`src/rtl/pac_move_sched.sv`:
```
// Movement scheduler for the Pac-Man sprite: merges keypad/keyboard direction
// commands into a small FIFO and, one per game tick, checks and commits moves.
module pac_move_sched #(
   parameter int DEPTH = 4,
   parameter int STEP  = 32,
   parameter int COLS  = 20,
   parameter int ROWS  = 15
) (
   input  logic       clk,
   input  logic       rst,
   input  logic       kp_valid,
   input  logic [1:0] kp_dir,
   input  logic       kb_valid,
   input  logic [1:0] kb_dir,
   input  logic       game_tick,
   output logic       map_req,
   output logic [8:0] map_addr,
   input  logic       map_ack,
   input  logic       map_wall,
   output logic [9:0] pac_x,
   output logic [8:0] pac_y,
   output logic [1:0] facing,
   output logic       moved,
   output logic       blocked,
   output logic [7:0] drop_cnt,
   output logic [1:0] state_dbg
);

   localparam int PW        = $clog2(DEPTH);
   localparam int CW        = PW + 1;
   localparam int START_COL = 10;
   localparam int START_ROW = 7;

   typedef enum logic [1:0] {IDLE, CHECK, REQ, COMMIT} state_t;

   state_t        state, state_nxt;
   logic [1:0]    mem [DEPTH];
   logic [PW-1:0] wr_ptr, rd_ptr, kp_wr_ptr;
   logic [CW-1:0] count, space;
   logic          pop, kb_acc, kp_acc;
   logic [1:0]    n_drop;
   logic [8:0]    drop_sum;
   logic [1:0]    cmd_dir;
   logic          rej, oob;
   logic [4:0]    col, tgt_col;
   logic [3:0]    row, tgt_row;

   assign col       = pac_x[9:5];
   assign row       = pac_y[8:5];
   assign state_dbg = state;

   // Map lookup handshake: map_req is high for the whole REQ state with
   // map_addr frozen; the cycle map_ack is sampled ends REQ, so map_req falls
   // on the following cycle. map_wall is only looked at alongside map_ack.
   assign map_req = (state == REQ);

   // A pop frees a slot in the same cycle; keyboard wins the first free slot.
   always_comb begin
      space     = CW'(DEPTH) - count + CW'(pop);
      kb_acc    = kb_valid && (space != '0);
      kp_acc    = kp_valid && (space > CW'(kb_acc));
      kp_wr_ptr = wr_ptr + PW'(kb_acc);
      n_drop    = 2'(kb_valid && !kb_acc) + 2'(kp_valid && !kp_acc);
      drop_sum  = {1'b0, drop_cnt} + 9'(n_drop);
   end

   always_ff @(posedge clk or negedge rst) begin
      if (!rst) begin
         wr_ptr   <= '0;
         rd_ptr   <= '0;
         count    <= '0;
         drop_cnt <= '0;
      end else begin
         wr_ptr   <= wr_ptr + PW'(kb_acc) + PW'(kp_acc);
         rd_ptr   <= rd_ptr + PW'(pop);
         count    <= count + CW'(kb_acc) + CW'(kp_acc) - CW'(pop);
         drop_cnt <= drop_sum[8] ? 8'hFF : drop_sum[7:0];
      end
   end

   always_ff @(posedge clk) begin
      if (kb_acc) mem[wr_ptr] <= kb_dir;
      if (kp_acc) mem[kp_wr_ptr] <= kp_dir;
   end

   // Edge tiles are caught by compare rather than letting col/row wrap.
   always_comb begin
      tgt_col = col;
      tgt_row = row;
      oob     = 1'b0;
      case (cmd_dir)
         2'b00: begin
            oob     = (row == 4'd0);
            tgt_row = row - 4'd1;
         end
         2'b01: begin
            oob     = (row >= 4'(ROWS - 1));
            tgt_row = row + 4'd1;
         end
         2'b10: begin
            oob     = (col == 5'd0);
            tgt_col = col - 5'd1;
         end
         default: begin
            oob     = (col >= 5'(COLS - 1));
            tgt_col = col + 5'd1;
         end
      endcase
   end

   always_comb begin
      state_nxt = state;
      pop       = 1'b0;
      case (state)
         IDLE: begin
            if (game_tick && (count != '0)) begin
               pop       = 1'b1;
               state_nxt = CHECK;
            end
         end
         CHECK:   state_nxt = oob ? COMMIT : REQ;
         REQ:     if (map_ack) state_nxt = COMMIT;
         COMMIT:  state_nxt = IDLE;
         default: state_nxt = IDLE;
      endcase
   end

   always_ff @(posedge clk or negedge rst) begin
      if (!rst) state <= IDLE;
      else      state <= state_nxt;
   end

   always_ff @(posedge clk or negedge rst) begin
      if (!rst) begin
         pac_x    <= 10'(START_COL * STEP + STEP / 2);
         pac_y    <= 9'(START_ROW * STEP + STEP / 2);
         facing   <= 2'b00;
         moved    <= 1'b0;
         blocked  <= 1'b0;
         map_addr <= '0;
         cmd_dir  <= 2'b00;
         rej      <= 1'b0;
      end else begin
         moved   <= 1'b0;
         blocked <= 1'b0;
         if (pop) cmd_dir <= mem[rd_ptr];
         case (state)
            CHECK: begin
               rej <= oob;
               if (!oob) map_addr <= {tgt_row, tgt_col};
            end
            REQ: begin
               if (map_ack) rej <= map_wall;
            end
            COMMIT: begin
               facing <= cmd_dir;
               if (!rej) begin
                  case (cmd_dir)
                     2'b00:   pac_y <= pac_y - 9'(STEP);
                     2'b01:   pac_y <= pac_y + 9'(STEP);
                     2'b10:   pac_x <= pac_x - 10'(STEP);
                     default: pac_x <= pac_x + 10'(STEP);
                  endcase
                  moved <= 1'b1;
               end else begin
                  blocked <= 1'b1;
               end
            end
            default: ;
         endcase
      end
   end

endmodule

```
`config.mk`:
```
export PLATFORM = sky130hd
export DESIGN_NAME = pac_move_sched
export DESIGN_NICKNAME = d
export VERILOG_FILES = /design/src/rtl/pac_move_sched.sv
export SDC_FILE = /design/constraint.sdc
export NUM_CORES = 1
export LEC_CHECK = 0
export ABC_AREA = 1
export BUFFER_PORTS_ARGS = -buffer_cell sky130_fd_sc_hd__buf_2
export CAP_MARGIN = 10
export CORE_ASPECT_RATIO = 0.8
export CORE_MARGIN = 1.5
export CORE_UTILIZATION = 30
export CTS_BUF_LIST = sky130_fd_sc_hd__clkbuf_4 sky130_fd_sc_hd__clkbuf_8
export CTS_CLUSTER_DIAMETER = 200
export DETAILED_ROUTE_END_ITERATION = 6
export GPL_ROUTABILITY_DRIVEN = 0
export PLACE_DENSITY = 0.51
export REMOVE_ABC_BUFFERS = 1
export SLEW_MARGIN = 40
export SYNTH_ARGS = -nofsm -noshare
export SYNTH_HDL_FRONTEND = slang
export SYNTH_SLANG_ARGS = --single-unit
```
`constraint.sdc`:
```
create_clock -name clk -period 4.3 [get_ports clk]
set_input_delay 0.86 -clock clk [delete_from_list [all_inputs] [get_ports clk]]
set_output_delay 0.86 -clock clk [all_outputs]
set_load 0.005 [all_outputs]
```
==> results.toml, run 1 <==
[floorplan]
num_rows = 32
dieArea_um2 = 10860
initial_core_util_pct = 31.31
die_w_um = 116.1
coreArea_um2 = 9809
io_pins = 54
die_h_um = 93.51

[routing]
wl_per_cell_um = 11.34
ant_nets = 0
drcViolationCount = 0
num_vias = 2407
wl_mm = 6.214
via_per_inst = 4.392
drt_pre_antenna_iters = 4
drt_first_iter_violations = 124

[power]
power_density_nw_per_um2 = 759.5
vdd_drop_max_v = 0.0003816
power.leakage_nw = 1.807

[critical_path]
max_stage_delay_ns = 0.43
worst-path-max-fanout = 8
r2r_cells = 22
worstSetupPathType = "flip-flop to flip-flop"
worst_path_max_delay_cell = "dfrtp_1"
end_kind = "flip-flop"
cp-start-kind = "flip-flop"
path_cells = "inv_1 > ha_1 > nand3_1 > ha_1 > inv_1 > ha_1 > inv_1 > nand2_1 > nand2_1 > nor2_1 > nand2_1 > nand2_1 > inv_1 > ha_1 > o21ai_2 > nor2_1 > fa_1 > ha_1 > nand2_1 > nor3_1 > nand3_1 > o21ai_0"
crit_arrival_ns = 3.81
cp.required_ns = 4.49

[clock_network]
clkSinkCount = 50
clk-insertion-delay-late_ns = 0.31
cts_buffers = 5
clk_pin_slew_worst_paths_ns = 0.10
postCtsSetupRepairBufs = 0
clk_path_buf_depth = 2
cts_resized = 0
htree_levels = 2
ctsHoldBuffers = 0
cts_tree = "done"
cts-root-buf = "clkbuf_8"

[timing]
hold_viol = 0
final.min_clock_period_ns = 3.617
fin_skew_ns = 0.01164
slew_headroom_pct = 63.45
drv_slew = 0
tightest_slew_ns = 0.5483
rsz0062_at_grt = "false"
fmax_ghz = 0.2765
finalCritPeriodShare_pct = 84.11
setup_viol_count_final = 0
tns_ns = 0

[finish]
nets = 445
area_growth_pct = 12.87
fill_cells = 1090
multi_input_area_um2 = 1523
drive_gt1_share_pct = 19.17
register_area_um2 = 1297
finalNonFillerCells = 548
diodes = 0

[global_routing]
grt_pass1_vias = 2250
gr-total-overflow = 0
antenna_found_initial = 0
grt_pass1_wl_mm = 10.66
grtUsageTotal_pct = 12.50
grt_max_degree = 43

[synthesis]
ys_seq_area_share_pct = 42.24
synth_cells = 367
synth-seq-cells = 50
yosys_warnings = 0
syn_area_um2 = 3072
synth_cell_type_count = 36
avgSynthCellArea_um2 = 8.370

[hold_path]
hold_class = "flip-flop to flip-flop"
min_path_cells = 2

[placement]
place_inst = 540
io_buffers = 43
hpwl_mm = 4.791

[status]
status = "complete, no violations"

[job]
drv_cap = 0
[cells in the final DEF (no fill, tap or decap), types with 3 or more instances in the layout]
cell and n:
edfxtp_1 8, or2_2 5, nor2_2 6, nor2_4 3, ha_1 20, nand3_1 32
dfstp_2 5, clkbuf_8 5, o21ai_0 15, o211ai_1 3, buf_2 42, a31oi_1 6
xor2_1 9, inv_1 43, xnor2_1 4, conb_1 10, dfrtp_1 37, fa_1 3
nor2_1 24, nand2_1 96, a21oi_1 6, o21ai_1 9
[final timing paths]
kind / to / startpoint / slack, ns
max: drop_cnt[2] / state_dbg[1] / 0.68
min: map_addr[7] / map_addr[7] / 0.48
max reg2reg: drop_cnt[2] / state_dbg[1] / 0.68
min reg2reg: map_addr[7] / map_addr[7] / 0.48
max in group asynchronous: pac_y[5] / rst / 3.39
min in group asynchronous: blocked / rst / 0.53
[cell type report]
class / count / share of cell area, %
timing repair buffer: 43 / 6.279
inverter: 45 / 4.872
sequential: 50 / 37.42
multi-input combinational: 266 / 43.92
tap: 136 / 4.908
clock inverter: 3 / 0.6135
clock buffer: 5 / 1.985
[synthesized netlist by cell type]
| cell | instances | share of area [%] |
|---|---|---|
| nand4_1 | 1 | 0.20 |
| buf_4 | 10 | 2.4 |
| o211ai_1 | 3 | 0.73 |
| or2_2 | 5 | 1.0 |
| inv_2 | 2 | 0.24 |
| nor3_1 | 1 | 0.16 |
| xnor2_2 | 1 | 0.53 |
| conb_1 | 2 | 0.24 |
| inv_1 | 43 | 5.3 |
| nand3_1 | 32 | 5.2 |
| nand2_2 | 2 | 0.41 |
| nor2_4 | 3 | 1.1 |
| mux2i_1 | 2 | 0.65 |
| nand2_1 | 96 | 12 |
| fa_1 | 3 | 2.0 |
| buf_6 | 3 | 1.1 |
| dfrtp_1 | 37 | 30 |
| xnor2_1 | 4 | 1.1 |
| xor2_1 | 9 | 2.6 |
| a21o_1 | 1 | 0.24 |
| nor2_1 | 24 | 2.9 |
| o22ai_1 | 2 | 0.41 |
| clkbuf_1 | 1 | 0.12 |
| o21ai_0 | 15 | 2.4 |
| a31oi_1 | 6 | 1.2 |
| o21ai_2 | 1 | 0.29 |
| nand3_4 | 1 | 0.57 |
| nor2_2 | 6 | 1.2 |
| a21oi_1 | 6 | 0.98 |
| dfstp_2 | 5 | 4.3 |
| edfxtp_1 | 8 | 7.8 |
| ha_1 | 20 | 8.1 |
| nand4_2 | 1 | 0.41 |
| o221ai_1 | 1 | 0.29 |
| o21ai_1 | 9 | 1.5 |
| nand3_2 | 1 | 0.33 |
[kinds of logic after synthesis]
| family | count (synthesis) | share of synthesized area [%] |
|---|---|---|
| AND/OR/NAND/NOR | 173 | 25.30 |
| buffers and inverters | 59 | 9.165 |
| flip-flops | 50 | 42.24 |
| AO/OA/AOI/OAI | 44 | 8.065 |
| adder cells (fa/ha/maj) | 23 | 10.10 |
| XOR/XNOR | 14 | 4.236 |
| other | 2 | 0.2445 |
| multiplexers | 2 | 0.6518 |
[metal layers]
layer	global-route usage [%]	wire length, um
met5	0	0
met4	3.049	63
met3	3.240	339
met2	18.92	2706
met1	17.72	3106
[registers in the layout, indices dropped and copies added (netlist names)]
name	count
drop_cnt	8
cmd_dir	2
moved	1
rd_ptr	2
mem	8
blocked	1
facing	2
count	3
map_addr	9
pac_x	5
state_dbg	2
wr_ptr	2
rej	1
pac_y	4
[worst max-delay path: cells and delay by family (launching register included)]
kind	cells	cell delay, ns
flops	1	0.43
buf+inv	4	0.33
simple gates	10	1.01
fa+ha+maj	6	1.45
compound gates	2	0.27
[power by group]
group	total, W	switching, W	internal, W
Sequential	0.000972	0.000224	0.000748
Combinational	0.00138	0.000827	0.000551
Clock	0.000283	0.000168	0.000115
Total	0.00263	0.00122	0.00141
[through the flow]
step / setup WS (ns) / total power, W / cell area [um^2] / hold WS [ns] / utilization [%]
finish: 0.6833 / 0.002633 / 3467 / 0.4793 / 35.34
detailed placement: 0.4578 / 0.002389 / 3377 / 0.4642 / 34.43
floorplan: 0.9038 / 0.001965 / 2989 / 0.4654 / -
CTS: 0.6218 / 0.002681 / 3467 / 0.4855 / 35.34
global placement: 0.6004 / 0.002368 / 3374 / 0.4625 / 34.40
global route: 0.2651 / 0.002950 / 3467 / 0.5218 / 35.34
Note: power is estimated with default switching activity, not from simulation.
==> run 2: changes to the inputs <==
clock period = 3.6 ns   (was 4.3 ns; I/O delays follow)
==> results.toml, run 2 (same netlist as run 1, synthesis figures left out) <==
[critical_path]
startpoint = "state_dbg[1]"
end_kind = "flip-flop"
cp.depth = 22
crit_path_end = "drop_cnt[2]"
worst-path-max-fanout = 8
max_stage_delay_ns = 0.43
crit_arrival_ns = 3.47
path_cells = "inv_2 > ha_2 > nand3_1 > ha_1 > inv_1 > ha_1 > inv_1 > nand2_1 > nand2_1 > nor2_2 > nand2_1 > nand2_2 > inv_1 > ha_1 > o21ai_2 > nor2_1 > fa_2 > ha_2 > nand2_2 > nor3_4 > nand3_4 > o21ai_1"
reg2reg_from = "state_dbg[1]"
r2r_cells = 22
crit_buf_inv = 4
worst_path_max_delay_cell = "dfrtp_1"
worst_path_dominant_cell_family = "adder cells"
cp-start-kind = "flip-flop"
worstSetupPathType = "flip-flop to flip-flop"
rr_endpoint = "drop_cnt[2]"
rrSetupSlack_ns = 0.37
cp.required_ns = 3.84

[clock_network]
cts_tree = "done"
cts_buffers = 5
ctsHoldBuffers = 0
clk_path_buf_depth = 2
clk_pin_slew_worst_paths_ns = 0.10
clkSinkCount = 50
cts-root-buf = "clkbuf_8"
htree_levels = 2
clk-insertion-delay-late_ns = 0.31

[routing]
drt_first_iter_violations = 97
wl_per_cell_um = 11.53
drt_pre_antenna_iters = 4
drcViolationCount = 0
wl_mm = 6.352
ant_nets = 0
num_vias = 2409
via_per_inst = 4.372

[power]
pwr-share-clk_pct = 12.6
vdd_drop_max_v = 0.0004144
p_comb_share_pct = 52.3
power_density_nw_per_um2 = 925.5
seqPwrFrac_pct = 35.2
power.leakage_nw = 1.844
internal_power_w = 0.001805
p_sw_share_pct = 45.11
netSwitchingPower_w = 0.001483

[placement]
hpwl_mm = 4.822
post-place-ws_ns = -0.05698
io_buffers = 43

[timing]
final.min_clock_period_ns = 3.232
tightest_slew_ns = 0.5443
slew_headroom_pct = 63.72
postLayoutSetupSlackWorst_ns = 0.3676
drv_slew = 0
fmax_ghz = 0.3094
setup_viol_count_final = 0
tns_ns = 0
fin_skew_ns = 0.008972
finalCritPeriodShare_pct = 89.79
hold_viol = 0
rsz0062_at_grt = "false"

[floorplan]
die_h_um = 93.51
coreArea_um2 = 9809
initial_core_util_pct = 31.31
die_w_um = 116.1
io_pins = 54
num_rows = 32
dieArea_um2 = 10860

[finish]
drive_gt1_share_pct = 21.93
top_register = "map_addr"
nets = 448
final_common_cell = "nand2_1"
area_growth_pct = 15.64
fill_cells = 1060
diodes = 0
layout_common_cells = "94 x nand2_1, 42 x inv_1, 42 x buf_2"
largest_reg_flops = 9
reg_top3 = "map_addr: 9 flops, drop_cnt: 8 flops, mem: 8 flops"

[global_routing]
gr-total-overflow = 0
use_met2_pct = 18.58
grt_max_degree = 43
grt_busiest_layer = "met2"
grt_pass1_wl_mm = 10.66
antenna_found_initial = 0
grt_pass1_vias = 2229
met1_usage_pct = 18.54
grt_util_met3_pct = 2.852
grtUsageTotal_pct = 12.51

[status]
status = "complete, no violations"

[hold_path]
hold_class = "input port to async pin"

[job]
drv_cap = 0
## run 2: cell types whose count changed in the layout (fill, tap and decap cells not counted), moves of 2 or more
cell,previous run,this run
buf_4,1,4
nand2_1,96,94
ha_2,0,2
ha_1,20,18
nand2_2,2,4
## run 2: timing repair
action / in CTS / in global routing
pin swaps: 0 / 2
endpoints found under the setup margin: 1 / 18
gates resized for setup: 1 / 11
setup buffers: 0 / 1
## run 2: power groups by stage
stage	clock network [W]	registers [W]	logic, W
floorplan	0	0.00113	0.00122
global placement	0	0.00117	0.00167
detailed placement	0	0.00117	0.00171
CTS	0.000432	0.00116	0.00171
global route	0.000448	0.00121	0.00201
finish	0.000413	0.00116	0.00172
## run 2: per-stage QoR
stage / power (W) / utilization (%) / hold WS [ns] / instances / instance area, um^2
2_1_floorplan: 0.002347 / - / 0.4244 / 361 / 2989
3_3_place_gp: 0.002840 / 34.55 / 0.4619 / 542 / 3390
3_5_place_dp: 0.002875 / 34.58 / 0.4666 / 542 / 3392
4_1_cts: 0.003298 / 35.79 / 0.3994 / 550 / 3511
5_1_grt: 0.003672 / 36.21 / 0.4331 / 551 / 3552
6_report: 0.003288 / 36.21 / 0.3874 / 551 / 3552
## run 2: cell type report
type                            count  area (um^2)  area share, %
Sequential cell                    50         1297          36.53
Multi-Input combinational cell    266         1562          43.96
Tap cell                          136        170.2          4.790
Inverter                           45        168.9          4.755
Timing Repair Buffer               46        240.2          6.763
Clock buffer                        6        76.32          2.149
Clock inverter                      2        37.54          1.057
## run 2: metal layers
| layer | vias up | wire length, um | share of wire, % |
|---|---|---|---|
| li1 | 1254 | - | - |
| met1 | 1088 | 3295 | 52 |
| met2 | 61 | 2696 | 42 |
| met3 | 6 | 321 | 5.1 |
| met4 | 0 | 39 | 0.61 |
| met5 | - | 0 | 0 |
## run 2: how the worst min path moves through the flow
| stage | from | end | slack, ns | cells past startpoint |
|---|---|---|---|---|
| 6_report | rst | map_addr[3] | 0.39 | 1 |
| 5_1_grt | rst | blocked | 0.43 | 1 |
| 4_1_cts | rst | map_addr[3] | 0.40 | 1 |
| 3_5_place_dp | map_addr[7] | map_addr[7] | 0.47 | 2 |
| 3_3_place_gp | map_addr[3] | map_addr[3] | 0.46 | 2 |
| 2_1_floorplan | rst | blocked | 0.42 | 0 |
